--- src/rtl/control_step_sequencer_pkg.sv ---
// rtl/control_step_sequencer_pkg.sv - shared state encoding, defaults and width helper
package control_step_sequencer_pkg;

    localparam int DEF_DATA_W    = 32;
    localparam int DEF_NUM_REGS  = 16;
    localparam int DEF_NUM_STEPS = 6;
    localparam int DEF_WAIT_STEP = 1;
    localparam int DEF_PL_DEPTH  = 4;

    typedef enum logic [2:0] {
        ST_IDLE,
        ST_LD_A,
        ST_LD_B,
        ST_EXEC,
        ST_DONE
    } state_t;

    // Never returns less than 1 so it can always size a vector.
    function automatic int clog2(input int value);
        int r;
        int v;
        r = 0;
        v = value - 1;
        while (v > 0) begin
            r = r + 1;
            v = v >> 1;
        end
        return (r < 1) ? 1 : r;
    endfunction

endpackage

--- src/rtl/control_step_sequencer_preload_fifo.sv ---
// rtl/control_step_sequencer_preload_fifo.sv - preload request buffer holding register index and value
module preload_fifo
    import control_step_sequencer_pkg::*;
#(
    parameter int DATA_W = DEF_DATA_W,
    parameter int IDX_W  = 4,
    parameter int DEPTH  = DEF_PL_DEPTH,
    localparam int CNT_W = clog2(DEPTH + 1),
    localparam int PTR_W = clog2(DEPTH)
) (
    input  logic              Clock,
    input  logic              clr,
    input  logic              push_tvalid,
    output logic              push_tready,
    input  logic [IDX_W-1:0]  push_reg,
    input  logic [DATA_W-1:0] push_data,
    input  logic              pop,
    output logic [IDX_W-1:0]  head_reg,
    output logic [DATA_W-1:0] head_data,
    output logic              empty,
    output logic [CNT_W-1:0]  count
);

    logic [IDX_W-1:0]  reg_mem  [DEPTH];
    logic [DATA_W-1:0] data_mem [DEPTH];
    logic [PTR_W-1:0]  wr_ptr;
    logic [PTR_W-1:0]  rd_ptr;
    logic              push_fire;
    logic              pop_fire;

    // Ready comes from the registered count only, so a pop never frees a slot in the same cycle.
    assign push_tready = (count != CNT_W'(DEPTH));
    assign empty       = (count == '0);
    assign push_fire   = push_tvalid && push_tready;
    assign pop_fire    = pop && !empty;
    assign head_reg    = reg_mem[rd_ptr];
    assign head_data   = data_mem[rd_ptr];

    always_ff @(posedge Clock or negedge clr) begin
        if (!clr) begin
            wr_ptr <= '0;
            rd_ptr <= '0;
            count  <= '0;
        end else begin
            if (push_fire)
                wr_ptr <= (wr_ptr == PTR_W'(DEPTH - 1)) ? '0 : wr_ptr + PTR_W'(1);
            if (pop_fire)
                rd_ptr <= (rd_ptr == PTR_W'(DEPTH - 1)) ? '0 : rd_ptr + PTR_W'(1);
            if (push_fire && !pop_fire)
                count <= count + CNT_W'(1);
            else if (!push_fire && pop_fire)
                count <= count - CNT_W'(1);
        end
    end

    always_ff @(posedge Clock) begin
        if (push_fire) begin
            reg_mem[wr_ptr]  <= push_reg;
            data_mem[wr_ptr] <= push_data;
        end
    end

endmodule

--- src/rtl/control_step_sequencer.sv ---
// rtl/control_step_sequencer.sv - register preload and T-step execute sequencer with memory waits
module control_step_sequencer
    import control_step_sequencer_pkg::*;
#(
    parameter int DATA_W    = DEF_DATA_W,
    parameter int NUM_REGS  = DEF_NUM_REGS,
    parameter int NUM_STEPS = DEF_NUM_STEPS,
    parameter int WAIT_STEP = DEF_WAIT_STEP,
    parameter int PL_DEPTH  = DEF_PL_DEPTH,
    localparam int REG_W    = clog2(NUM_REGS),
    localparam int CNT_W    = clog2(PL_DEPTH + 1),
    localparam int STEP_W   = clog2(NUM_STEPS)
) (
    input  logic                 Clock,
    input  logic                 clr,
    input  logic                 pl_valid,
    output logic                 pl_ready,
    input  logic [REG_W-1:0]     pl_reg,
    input  logic [DATA_W-1:0]    pl_data,
    input  logic                 start,
    input  logic                 mem_ready,
    output logic [DATA_W-1:0]    Mdatain,
    output logic                 Read,
    output logic                 MDRin,
    output logic                 MDRout,
    output logic [NUM_REGS-1:0]  Rin,
    output logic [NUM_STEPS-1:0] step,
    output logic                 busy,
    output logic                 done,
    output logic [CNT_W-1:0]     pl_count
);

    state_t            state_q;
    state_t            state_d;
    logic [STEP_W-1:0] step_q;
    logic [STEP_W-1:0] step_d;
    logic              start_pend_q;
    logic [REG_W-1:0]  head_reg;
    logic [DATA_W-1:0] head_data;
    logic              fifo_empty;
    logic              pop;

    assign pop = (state_q == ST_LD_B);

    preload_fifo #(
        .DATA_W (DATA_W),
        .IDX_W  (REG_W),
        .DEPTH  (PL_DEPTH)
    ) u_preload_fifo (
        .Clock       (Clock),
        .clr         (clr),
        .push_tvalid (pl_valid),
        .push_tready (pl_ready),
        .push_reg    (pl_reg),
        .push_data   (pl_data),
        .pop         (pop),
        .head_reg    (head_reg),
        .head_data   (head_data),
        .empty       (fifo_empty),
        .count       (pl_count)
    );

    // A start that cannot be served right away (busy, or preloads queued) is remembered.
    always_ff @(posedge Clock or negedge clr) begin
        if (!clr) begin
            state_q      <= ST_IDLE;
            step_q       <= '0;
            start_pend_q <= 1'b0;
        end else begin
            state_q <= state_d;
            step_q  <= step_d;
            if (state_d == ST_EXEC && state_q != ST_EXEC)
                start_pend_q <= 1'b0;
            else if (start && !(state_q == ST_IDLE && fifo_empty))
                start_pend_q <= 1'b1;
        end
    end

    always_comb begin
        state_d = state_q;
        step_d  = step_q;
        Mdatain = '0;
        Read    = 1'b0;
        MDRin   = 1'b0;
        MDRout  = 1'b0;
        Rin     = '0;
        step    = '0;
        busy    = (state_q != ST_IDLE);
        done    = 1'b0;
        case (state_q)
            ST_IDLE: begin
                if (!fifo_empty) begin
                    state_d = ST_LD_A;
                end else if (start || start_pend_q) begin
                    state_d = ST_EXEC;
                    step_d  = '0;
                end
            end
            ST_LD_A: begin
                Mdatain = head_data;
                Read    = 1'b1;
                MDRin   = 1'b1;
                if (mem_ready)
                    state_d = ST_LD_B;
            end
            ST_LD_B: begin
                MDRout  = 1'b1;
                Rin     = NUM_REGS'(1) << head_reg;
                state_d = (pl_count > CNT_W'(1)) ? ST_LD_A : ST_IDLE;
            end
            ST_EXEC: begin
                step = NUM_STEPS'(1) << step_q;
                if (step_q == STEP_W'(WAIT_STEP))
                    Read = 1'b1;
                if (step_q == STEP_W'(WAIT_STEP) && !mem_ready) begin
                    state_d = ST_EXEC;
                end else if (step_q == STEP_W'(NUM_STEPS - 1)) begin
                    state_d = ST_DONE;
                    step_d  = '0;
                end else begin
                    step_d = step_q + STEP_W'(1);
                end
            end
            ST_DONE: begin
                done    = 1'b1;
                state_d = ST_IDLE;
            end
            default: state_d = ST_IDLE;
        endcase
    end

endmodule
--- config.mk ---
export PLATFORM = sky130hd
export DESIGN_NAME = control_step_sequencer
export DESIGN_NICKNAME = d
export VERILOG_FILES = /design/src/rtl/control_step_sequencer_pkg.sv /design/src/rtl/control_step_sequencer_preload_fifo.sv /design/src/rtl/control_step_sequencer.sv
export SDC_FILE = /design/constraint.sdc
export NUM_CORES = 1
export LEC_CHECK = 0
export CORE_MARGIN = 3
export CORE_UTILIZATION = 59
export CTS_BUF_LIST = sky130_fd_sc_hd__clkbuf_4 sky130_fd_sc_hd__clkbuf_8
export DETAILED_ROUTE_END_ITERATION = 10
export GPL_TIMING_DRIVEN = 1
export PLACE_DENSITY_LB_ADDON = 0.3
export SLEW_MARGIN = 15
export SYNTH_ARGS = -nofsm -noshare
export SYNTH_HDL_FRONTEND = slang
export SYNTH_HIERARCHICAL = 1
export SYNTH_SLANG_ARGS = --single-unit
--- constraint.sdc ---
create_clock -name Clock -period 3.4 [get_ports Clock]
set_clock_uncertainty 0.2 [all_clocks]
set_input_delay 0.34 -clock Clock [delete_from_list [all_inputs] [get_ports Clock]]
set_output_delay 0.34 -clock Clock [all_outputs]
set_load 0.03 [all_outputs]
# After elaboration in Yosys (flattened, before gate mapping)
# Memory sizes are Yosys's and may differ from the RTL's.
# Index checks and enable logic that the tools add are counted.
[classes]
addsub = 5
n_lt_le_gt_ge = 1
n_eq_ne = 14
shifts = 2
mux = 28
n_reduce_logical = 21
[ops]
columns = ["cell", "n"]
rows = [
  ["$mux 3", 11],
  ["$mux 32", 1],
  ["$mux 16", 1],
  ["$shl 1x4->16 const A", 1],
  ["$pmux 3 s4", 1],
  ["$eq 3x2->1 const B", 3],
  ["$mux 1", 9],
  ["$logic_and 1x1->1", 8],
  ["$add 3x1->3 const B", 2],
  ["$eq 3x1->1 const B", 2],
  ["$eq 3x3->1 const B", 2],
  ["$logic_not 3->1", 2],
  ["$mux 6", 1],
  ["$pmux 3 s2", 1],
  ["$reduce_bool 2->1", 3],
  ["$shl 1x3->6 const A", 1],
  ["$logic_not 1->1", 5],
  ["$add 2x1->2 const B", 2],
  ["$eq 2x2->1 const B", 2],
  ["$mux 2", 2],
  ["$ne 2x2->1 const B", 2],
  ["$reduce_and 4->1", 1],
  ["$gt 3x1->1 const B", 1],
  ["$ne 3x2->1 const B", 1],
  ["other kinds (6)", 6],
]
[totals]
ff_bits = 14
ram_bits = 144
input_bits = 41
output_inout_bits = 63
elab_cells = 79
memories = 2
[mem_list]
columns = ["name", "depth", "width", "read_ports", "rd_clocked_by_memory_dff", "wr", "line_no", "rtl"]
rows = [
  ["u_preload_fifo.data_mem", 4, 32, 1, 0, 1, "control_step_sequencer_preload_fifo.sv:25", "logic [DATA_W-1:0] data_mem [DEPTH];"],
  ["u_preload_fifo.reg_mem", 4, 4, 1, 0, 1, "control_step_sequencer_preload_fifo.sv:24", "logic [IDX_W-1:0] reg_mem [DEPTH];"],
]

# Logic depth before layout (Yosys ltp)
# Gate-level depths: netlist (run 1).
[logic_depth]
depth_word = 7
mapped_depth = 8
mapped_depth_nobuf = 8

# Hierarchy
# Netlist (run 1), hierarchy kept.
[by_module_without_submodules]
columns = ["module", "instances", "cells_per_inst", "area_per_inst_um2", "seq_area_each_um2"]
rows = [
  ["preload_fifo", 1, 225, 5641.7, 4499.3],
  ["control_step_sequencer", 1, 105, 770.7, 175.2],
]

# Worst setup path before layout (run 1)
# OpenSTA, ideal clock, no wires.
[synth_path]
path_type = "reg-to-output"
startpoint = "register u_preload_fifo.rd_ptr[0]"
endpoint = "output Rin[2]"
t_arrival_ns = 1.993
required_ns = 2.860
path_slack_ns = 0.867
stages_incl_launch_ff = 5
path_buffers = 1
path_cell_list = "dfrtp_1 > buf_6 > mux4_2 > nand3b_1 > nor3_1"
[synth_between]
elab_chain_len = 3
[synth_lines]
columns = ["item", "line_no", "rtl"]
rows = [
  ["start, declared", "control_step_sequencer_preload_fifo.sv:27", "logic [PTR_W-1:0] rd_ptr;"],
  ["start signal, assigned", "control_step_sequencer_preload_fifo.sv:48", "rd_ptr <= (rd_ptr == PTR_W'(DEPTH - 1)) ? '0 : rd_ptr + PTR_W'(1);"],
  ["$mem_v2 4x4", "--", ""],
  ["named net head_reg[3]", "control_step_sequencer.sv:38", "logic [REG_W-1:0] head_reg;"],
  ["$shl 1x4->16", "control_step_sequencer.sv:108", "Rin = NUM_REGS'(1) << head_reg;"],
  ["$mux 16", "control_step_sequencer.sv:90", "case (state_q)"],
  ["end, declared", "control_step_sequencer.sv:26", "output logic [NUM_REGS-1:0] Rin,"],
]
# The timed path passes the listed nets, and every way through them passes these cells.

# Worst setup path after layout (run 1)
[layout_path]
startpoint = "register u_preload_fifo.rd_ptr[0]"
endpoint = "output Rin[5]"
# Same word-level chain as after synthesis.

==> reports/qor.yml, run 1 <==
clock_tree:
  cts_hold_repair.buffers: 0
  cts.sinks: 158
  ctsResizeCount: 0
  post-cts-setup-buffers: 3
  htree_levels: 4
  ctsRootBufferMaster: "sky130_fd_sc_hd__clkbuf_8"
  cts-buffers-inserted: 17
  tritoncts: "built"
  worstSkewPairLatency_ns: 0.43
  cts.clk_slew.worst_paths_ns: 0.08
  cts.path.max_buffers: 2
place:
  place_hpwl_um: 7510
  post-place-cells: 565
  post-place-ws_ns: 0.456
  gp_congestion: 0.747
  place.port_buffers: 103
global_routing:
  track_usage: 0.208
  global_route.usage.met2: 0.358
  grt_max_degree: 37
  grt_pass1_wl_um: 18200
  antenna_found_initial: 0
  met3_usage: 0.0553
  global_route.overflow_total: 0
  grt_util_met1: 0.259
  grt_pass1_vias: 3516
  grt-busiest-layer: "met2"
power_and_ir_drop:
  power-per-cell-area_nw_per_um2: 881
  max-vdd-ir-drop_mv: 0.474
  power_leakage_nw: 2.70
hold_path:
  hp-class: "input port to asynchronous set/reset pin"
sta:
  report.final.hold_viol_count: 0
  timing_worst_slew_pin_value_ns: 0.674
  grt_setup_unrepaired: "no"
  timing_max_transition_violations_final: 0
  timing.final.setup_violations: 0
  finalHoldWorstSlack_ns: 0.110
  period_needed_ns: 3.20
  final.setup.worst_slack_ns: 0.200
  setup-tns-final_ns: 0
  achievable-frequency_mhz: 313
  min_period_over_period: 0.941
  max_slew_margin: 0.550
flow_run:
  max_cap_violations: 0
synthesis:
  ys_dominant_reg_cell: "sky130_fd_sc_hd__edfxtp_1"
  syn-mean-instance-area_sq_um: 19.4
  synth_fp_nets: 379
  synthSimpleGateAreaFrac: 0.0851
  synth_cell_types: 40
  synth_edf_count: 144
  yosysTopAreaCell: "sky130_fd_sc_hd__edfxtp_1"
  ys_ff_latch: 158
  synth_most_common_cell: "sky130_fd_sc_hd__edfxtp_1"
  yosys.area_share.xor_xnor: 0.00410
  netlist_top_cells_count: "sky130_fd_sc_hd__edfxtp_1 (144), sky130_fd_sc_hd__and2_1 (37), sky130_fd_sc_hd__mux4_2 (36)"
  synthMuxAreaShare: 0.137
  synth_adder_area_share: 0.0168
  dominant_combinational_cell_family_by_area_after_synthesis: "multiplexers"
  share_of_yosys_cell_area_claimed_by_the_top_area_cell_type: 0.674
  synthesis.instances: 330
  post_synthesis_sequential_area_ratio: 0.729
  synth_compound_gate_area_share: 0.0107
  post_synthesis_async_set_or_reset_flop_share: 0.0886
  syn_area_sq_um: 6410
  yosys_warnings: 6
  synthTopCellsByArea: "sky130_fd_sc_hd__edfxtp_1 (67%), sky130_fd_sc_hd__mux4_2 (13%), sky130_fd_sc_hd__dfrtp_1 (5.5%)"
finish:
  instances_no_fill: 600
  antenna-diode-count: 0
  drive_above_1_share: 0.205
  area_delta_synth_final_pct: 26.1
  filler_cell_count: 606
  area_of_combinational_cells_with_multiple_inputs_sq_um: 1640
  layout.nets: 500
  register_area_sq_um: 4680
critical_path:
  cp_max_fanout: 4
  timing.critical_path.arrival_ns: 2.66
  criticalPathCategory: "flop to primary output"
  crit-reg2reg-launch: "u_preload_fifo/count[2]"
  startpoint: "u_preload_fifo/rd_ptr[0]"
  crit_path_launch_type: "flop"
  crit_required_ns: 2.86
  cp-end-kind: "primary output"
die:
  row_count: 37
  start_util: 0.613
  num_io_pins: 104
  dieHeight_um: 110
  standard_cell_core_area_sq_um: 10500
  dieArea_sq_um: 12200
  horizontal_die_dimension_um: 110
status:
  status: "finished, final reports clean"
detailed_routing:
  finalWirelength_um: 11800
  route.detailed.vias_per_inst: 5.67
  drtPass1Iterations: 4
  drt_first_iter_violations: 296
  vias: 3404
  routed_wire_length_per_instance_um: 19.7
  number_of_remaining_drc_errors: 0
  number_of_nets_with_antenna_violations_after_detailed_routing: 0
[area by class of cell]
type,count,share of cell area
multi-input combinational,154,0.203
clock buffer,21,0.0327
tap,136,0.0210
clock inverter,11,0.0175
sequential,158,0.578
timing repair buffer,113,0.145
inverter,7,0.00325
[routing by layer]
layer / share of wire / vias up
met1: 0.41 / 1739
met4: 0.013 / 0
li1: - / 1546
met5: 0 / -
met2: 0.53 / 104
met3: 0.050 / 15
[stage by stage]
| stage | instance area [sq um] | power, mW | util |
|---|---|---|---|
| 2_1_floorplan | 6410 | 4.75 | - |
| 3_3_place_gp | 7660 | 5.69 | 0.732 |
| 3_5_place_dp | 7660 | 5.77 | 0.732 |
| 4_1_cts | 8090 | 7.20 | 0.773 |
| 5_1_grt | 8090 | 7.49 | 0.773 |
| 6_report | 8090 | 7.12 | 0.773 |
[flip-flops by register name (all words and copies together) (netlist names)]
name                     flops
start_pend_q                 1
state_q                      3
step_q                       3
u_preload_fifo/count         3
u_preload_fifo/data_mem    128
u_preload_fifo/rd_ptr        2
u_preload_fifo/reg_mem      16
u_preload_fifo/wr_ptr        2
[cell usage in the layout, fill, tap and decap left out, types with 5 or more instances in the layout]
cell                              instances
sky130_fd_sc_hd__edfxtp_1               144
sky130_fd_sc_hd__mux4_2                  36
sky130_fd_sc_hd__nor3_1                   7
sky130_fd_sc_hd__buf_12                   5
sky130_fd_sc_hd__nor2_1                  21
sky130_fd_sc_hd__dfrtp_1                 12
sky130_fd_sc_hd__buf_4                    5
sky130_fd_sc_hd__and2_1                  33
sky130_fd_sc_hd__clkdlybuf4s50_1        103
sky130_fd_sc_hd__mux2_2                   5
sky130_fd_sc_hd__inv_1                    7
sky130_fd_sc_hd__nand2_1                  5
sky130_fd_sc_hd__clkbuf_8                17
sky130_fd_sc_hd__ha_1                     7
sky130_fd_sc_hd__nand2b_1                 5
[logic make-up (layout without fill, tap and decap cells)]
| logic type | after synthesis | after routing |
|---|---|---|
| buffers and inverters | 18 | 152 |
| and+or+nand+nor | 93 | 93 |
| AOI/OAI and AO/OA | 8 | 8 |
| muxes | 42 | 42 |
| DFF | 158 | 158 |
| adders and majority gates | 8 | 8 |
| xor gates and xnor gates | 3 | 3 |
[power breakdown]
part           internal (mW)  leakage, nW  switching, mW
registers               2.58         1.49          0.189
clock network          0.755        0.205          0.633
logic                   1.36         1.01           1.61
total                   4.70         2.70           2.43
[final timing paths]
path,depth (start not counted),slack [ns],to
worst max-delay path,4,0.20,Rin[5]
worst min-delay path,1,0.11,step_q[1]
worst max register to register,8,0.89,u_preload_fifo/count[2]
worst min register to register,1,0.38,step_q[0]
max in group asynchronous,1,2.41,u_preload_fifo/rd_ptr[0]
min in group Clock,1,0.34,u_preload_fifo/data_mem[0][12]
[worst max-delay path, stage by stage, from the launching register on]
cell                              delay (ns)
sky130_fd_sc_hd__dfrtp_2                0.41
sky130_fd_sc_hd__mux4_2                 0.54
sky130_fd_sc_hd__or3b_1                 0.46
sky130_fd_sc_hd__nor2_1                 0.13
sky130_fd_sc_hd__clkdlybuf4s50_1        0.68
Note: power is estimated with default switching activity, not from simulation.
==> run 2, diff against run 1 <==
CTS_CLUSTER_SIZE = 16   (was unset)
==> results of run 2 <==
The final DEF is identical to that of run 1; final timing and power are the same.
==> variant 1: new RTL, settings of run 1 <==
Change the package constant `DEF_NUM_REGS` from 16 to 17.
--- a/src/rtl/control_step_sequencer_pkg.sv
+++ b/src/rtl/control_step_sequencer_pkg.sv
@@ -4,3 +4,3 @@
     localparam int DEF_DATA_W    = 32;
-    localparam int DEF_NUM_REGS  = 16;
+    localparam int DEF_NUM_REGS  = 17;
     localparam int DEF_NUM_STEPS = 6;
Interface: changed (resized Rin and pl_reg); port bits go from 104 to 106. The function was not compared with the original's and may differ.
==> variant 1 against run 1 <==
  * Synthesized cell count up 3.3%
  * Largest cell class unchanged
  * Non-clock buffer count rose by 7
  * Power is 2.8% higher
  * Critical path type unchanged
  * Critical path depth increased by 1
  * Design area grew 3.1%
  * Die area is 2.7% higher
  * Synthesized area rose by 2.9%
  * Cell count up 2.5%
  * Worst setup slack gained 0.026 ns
  * Sequential cell count grew 4
  * Highest routed layer unchanged
  * Fmax grew 0.82%
  * Routed wire length increased by 5.6%
==> variant 1: results (changes against run 1) <==
Logic synthesis
  • Post-synth EDFFs: 148 (was 144)
  • Netlist cell types: 44 (was 40)
  • Syn nets: 391 (was 379)
  • Mapped Cells: 341 (was 330)

Routing
  • Vias: 3,594 (was 3,404)
  • Number of DRC markers in iteration 0: 176 (was 296)

Clock tree
  • Post-CTS sizing: 2 (was 0)
  • Post-CTS setup buffers: 0 (was 3)

Critical path
  • Worst setup endpoint: Rin[16] (was Rin[5])
  • Reg2reg path depth: 7 (was 8)
  • Worst setup startpoint: u_preload_fifo/rd_ptr[1]$_DFFE_PN0P_ (was u_preload_fifo/rd_ptr[0]$_DFFE_PN0P_)
  • Crit path max-delay cell type: dfrtp_2 (was clkdlybuf4s50_1)
  • Worst r2r src: state_q[1]$_DFF_PN0_ (was u_preload_fifo/count[2]$_DFFE_PN0P_)
  • Critical path's top delay family: simple AND/OR/NAND/NOR gates (was buffers and inverters)
  • CP peak stage delay: 0.53 ns (was 0.68 ns)
  • Worst EP arrival: 2.63 ns (was 2.66 ns)

Final layout
  • Share of cells above drive strength 1: 23.0% (was 20.5%)
  • Biggest regs: u_preload_fifo/data_mem (128), u_preload_fifo/reg_mem (20) (was u_preload_fifo/data_mem (128), u_preload_fifo/reg_mem (16))
  • Final core occ: 78.6% (was 77.3%)

Placed design
  • Detailed Place HPWL: 8140 um (was 7510 um)
  • Dpl cell area: 7860 sq um (was 7660 sq um)
  • Final GP Congestion: 0.851 (was 0.747)
  • Placed insts: 578 (was 565)

GRT
  • GRT Resource Usage Total: 21.5% (was 20.8%)
  • First-pass GRT wire length: 20,500 um (was 18,200 um)

Run status
  • Status: finished, final reports clean (unchanged)

Pwr
  • Peak supply drop: 0.478 mV (was 0.474 mV)
  • Int Power: 4780 uW (was 4700 uW)
  • Pwr per Cell Area: 878 nW/um^2 (was 881 nW/um^2)
variant 1: layout make-up:
| class | instances | area [sq um] | share of cell area [%] |
|---|---|---|---|
| Multi-Input combinational cell | 160 | 1730 | 20.8 |
| Inverter | 6 | 22.5 | 0.270 |
| Sequential cell | 162 | 4800 | 57.6 |
| Clock inverter | 14 | 161 | 1.94 |
| Clock buffer | 17 | 234 | 2.81 |
| Timing Repair Buffer | 120 | 1220 | 14.6 |
| Tap cell | 136 | 170 | 2.04 |
variant 1: metal layers:
metal  wire length (um)  GRT usage [%]
met5                  0              0
met4                126           6.57
met3                650           6.41
met2               6520           35.7
met1               5200           27.6
variant 1: worst reg2reg max path, cell delays in order (launching register included):
cell      delay (ns)
dfrtp_1         0.51
or3b_1          0.46
inv_2           0.13
nand2b_1        0.14
ha_1            0.24
inv_1           0.07
fa_1            0.41
mux2_2          0.28
variant 1: through the flow:
step                      hold WS, ns  setup WS (ns)
after floorplan                -0.156          0.177
after global placement          0.359          0.477
after detailed placement        0.366          0.467
after CTS                      0.0784         0.0576
after global routing            0.116          0.113
final                           0.101          0.226
variant 1: kinds of logic (layout without fill, tap and decap cells):
family	after synthesis	after routing	share of synthesized area [%]
flip-flops	162	162	72.7
AND/OR/NAND/NOR	99	99	9.39
multiplexers	43	43	13.8
buffers and inverters	19	157	1.29
adder cells (fa/ha/maj)	8	8	1.63
AO/OA/AOI/OAI	7	7	0.872
XOR/XNOR	3	3	0.398
variant 1: power groups by stage:
stage / Combinational (uW) / Clock, uW / Sequential, uW
after floorplan: 1990 / 0 / 2840
after global placement: 2950 / 0 / 2900
after detailed placement: 3010 / 0 / 2930
after CTS: 3030 / 1400 / 2890
after global routing: 3290 / 1500 / 2920
final: 3070 / 1380 / 2870
==> variant 2: new RTL, flow settings as in run 1 <==
Without the edit above. The 5 states of `state_t` get a Gray code encoding in 3 bits.
--- a/src/rtl/control_step_sequencer_pkg.sv
+++ b/src/rtl/control_step_sequencer_pkg.sv
@@ -10,7 +10,7 @@
     typedef enum logic [2:0] {
-        ST_IDLE,
-        ST_LD_A,
-        ST_LD_B,
-        ST_EXEC,
-        ST_DONE
+        ST_IDLE = 3'b000,
+        ST_LD_A = 3'b001,
+        ST_LD_B = 3'b011,
+        ST_EXEC = 3'b010,
+        ST_DONE = 3'b110
     } state_t;
Check against the original RTL: no difference found for any inputs over 4 cycles, from zero or initial values; so few cycles prove little.
==> variant 2 against run 1 <==
  * Non-clock buffer count is 2 higher
  * Critical endpoint is now Rin[4]
  * Worst hold slack worse by 0.0029 ns
  * Power up 2.4%
  * Design area shrank 0.37%
  * Critical path type unchanged
  * Routed wire length grew 0.83%
  * Sequential cell count stayed put
  * Synthesized area decreased by 0.14%
  * Clock power decreased by 8%
  * Worst setup slack lost 0.0039 ns
==> variant 2: results (changes against run 1) <==
Placed design
  • Dpl cell area: 7660 sq um (about the same)
  • Placed insts: 564 (was 565)
  • Pre-CTS WS: 0.469 ns (was 0.456 ns)

Logic synthesis
  • Mapped Cells: 328 (was 330)
  • Synth Area in XOR/XNOR: 0.410% (about the same)
  • Post-synthesis adder-cell area fraction: 1.68% (about the same)
  • Post-synthesis mux area share: 13.5% (was 13.7%)
  • Synth top area cells: edfxtp_1 (68%), mux4_2 (13%), dfrtp_1 (5.5%) (was edfxtp_1 (67%), mux4_2 (13%), dfrtp_1 (5.5%))
  • Commonest cells in the netlist: edfxtp_1 (144), and2_1 (37), mux4_2 (36) (unchanged)

GRT
  • Grt met3 use: 5.65% (was 5.53%)
  • Grt met2 use: 37.1% (was 35.8%)
  • GRT Resource Usage Total: 21.7% (was 20.8%)
  • Pin count of the biggest net entering global routing: 34 (was 37)
  • Vias in the first global route: 3,553 (was 3,516)
  • First-pass GRT wire length: 18,900 um (was 18,200 um)

Clock tree
  • Post-CTS sizing: 1 (was 0)
  • Post-CTS setup buffers: 4 (was 3)

Routing
  • Routed Wire Length: 11,900 um (was 11,800 um)
  • Number of DRC markers in iteration 0: 211 (was 296)
  • Wire length per cell: 19.9 um (was 19.7 um)
  • Metal2 WL: 6350 um (was 6230 um)

Critical path
  • Worst reg2reg setup slack: 0.97 ns (was 0.89 ns)

Final layout
  • Share of cells above drive strength 1: 22.2% (was 20.5%)

Run status
  • Status: finished, final reports clean (unchanged)

Pwr
  • P_leak: 0.00270 uW (about the same)
  • Peak supply drop: 0.492 mV (was 0.474 mV)

STA
  • Fin Hold WS: 0.108 ns (was 0.110 ns)
[variant 2: cell count changes after synthesis, moves of 2 or more]
| cell | change |
|---|---|
| nand2_1 | -2 |
| nand2b_1 | -2 |
| nand3_1 | -2 |
| nand3b_1 | -2 |
| nor2_1 | +2 |
| nor4_1 | +2 |
| o2bb2ai_1 | -2 |
[variant 2: layout make-up]
class | instances | area [sq um]
Sequential cell | 158 | 4680
Fill cell | 638 | 2410
Multi-Input combinational cell | 152 | 1630
Timing Repair Buffer | 115 | 1180
Clock buffer | 17 | 234
Tap cell | 136 | 170
Clock inverter | 15 | 136
Inverter | 7 | 26.3
[variant 2: power groups by stage]
| stage | combinational (uW) | clock, uW | sequential [uW] |
|---|---|---|---|
| floorplan | 2120 | 0 | 2780 |
| global placement | 3170 | 0 | 2790 |
| detailed placement | 3240 | 0 | 2820 |
| CTS | 3310 | 1310 | 2760 |
| global route | 3500 | 1400 | 2810 |
| finish | 3250 | 1280 | 2760 |
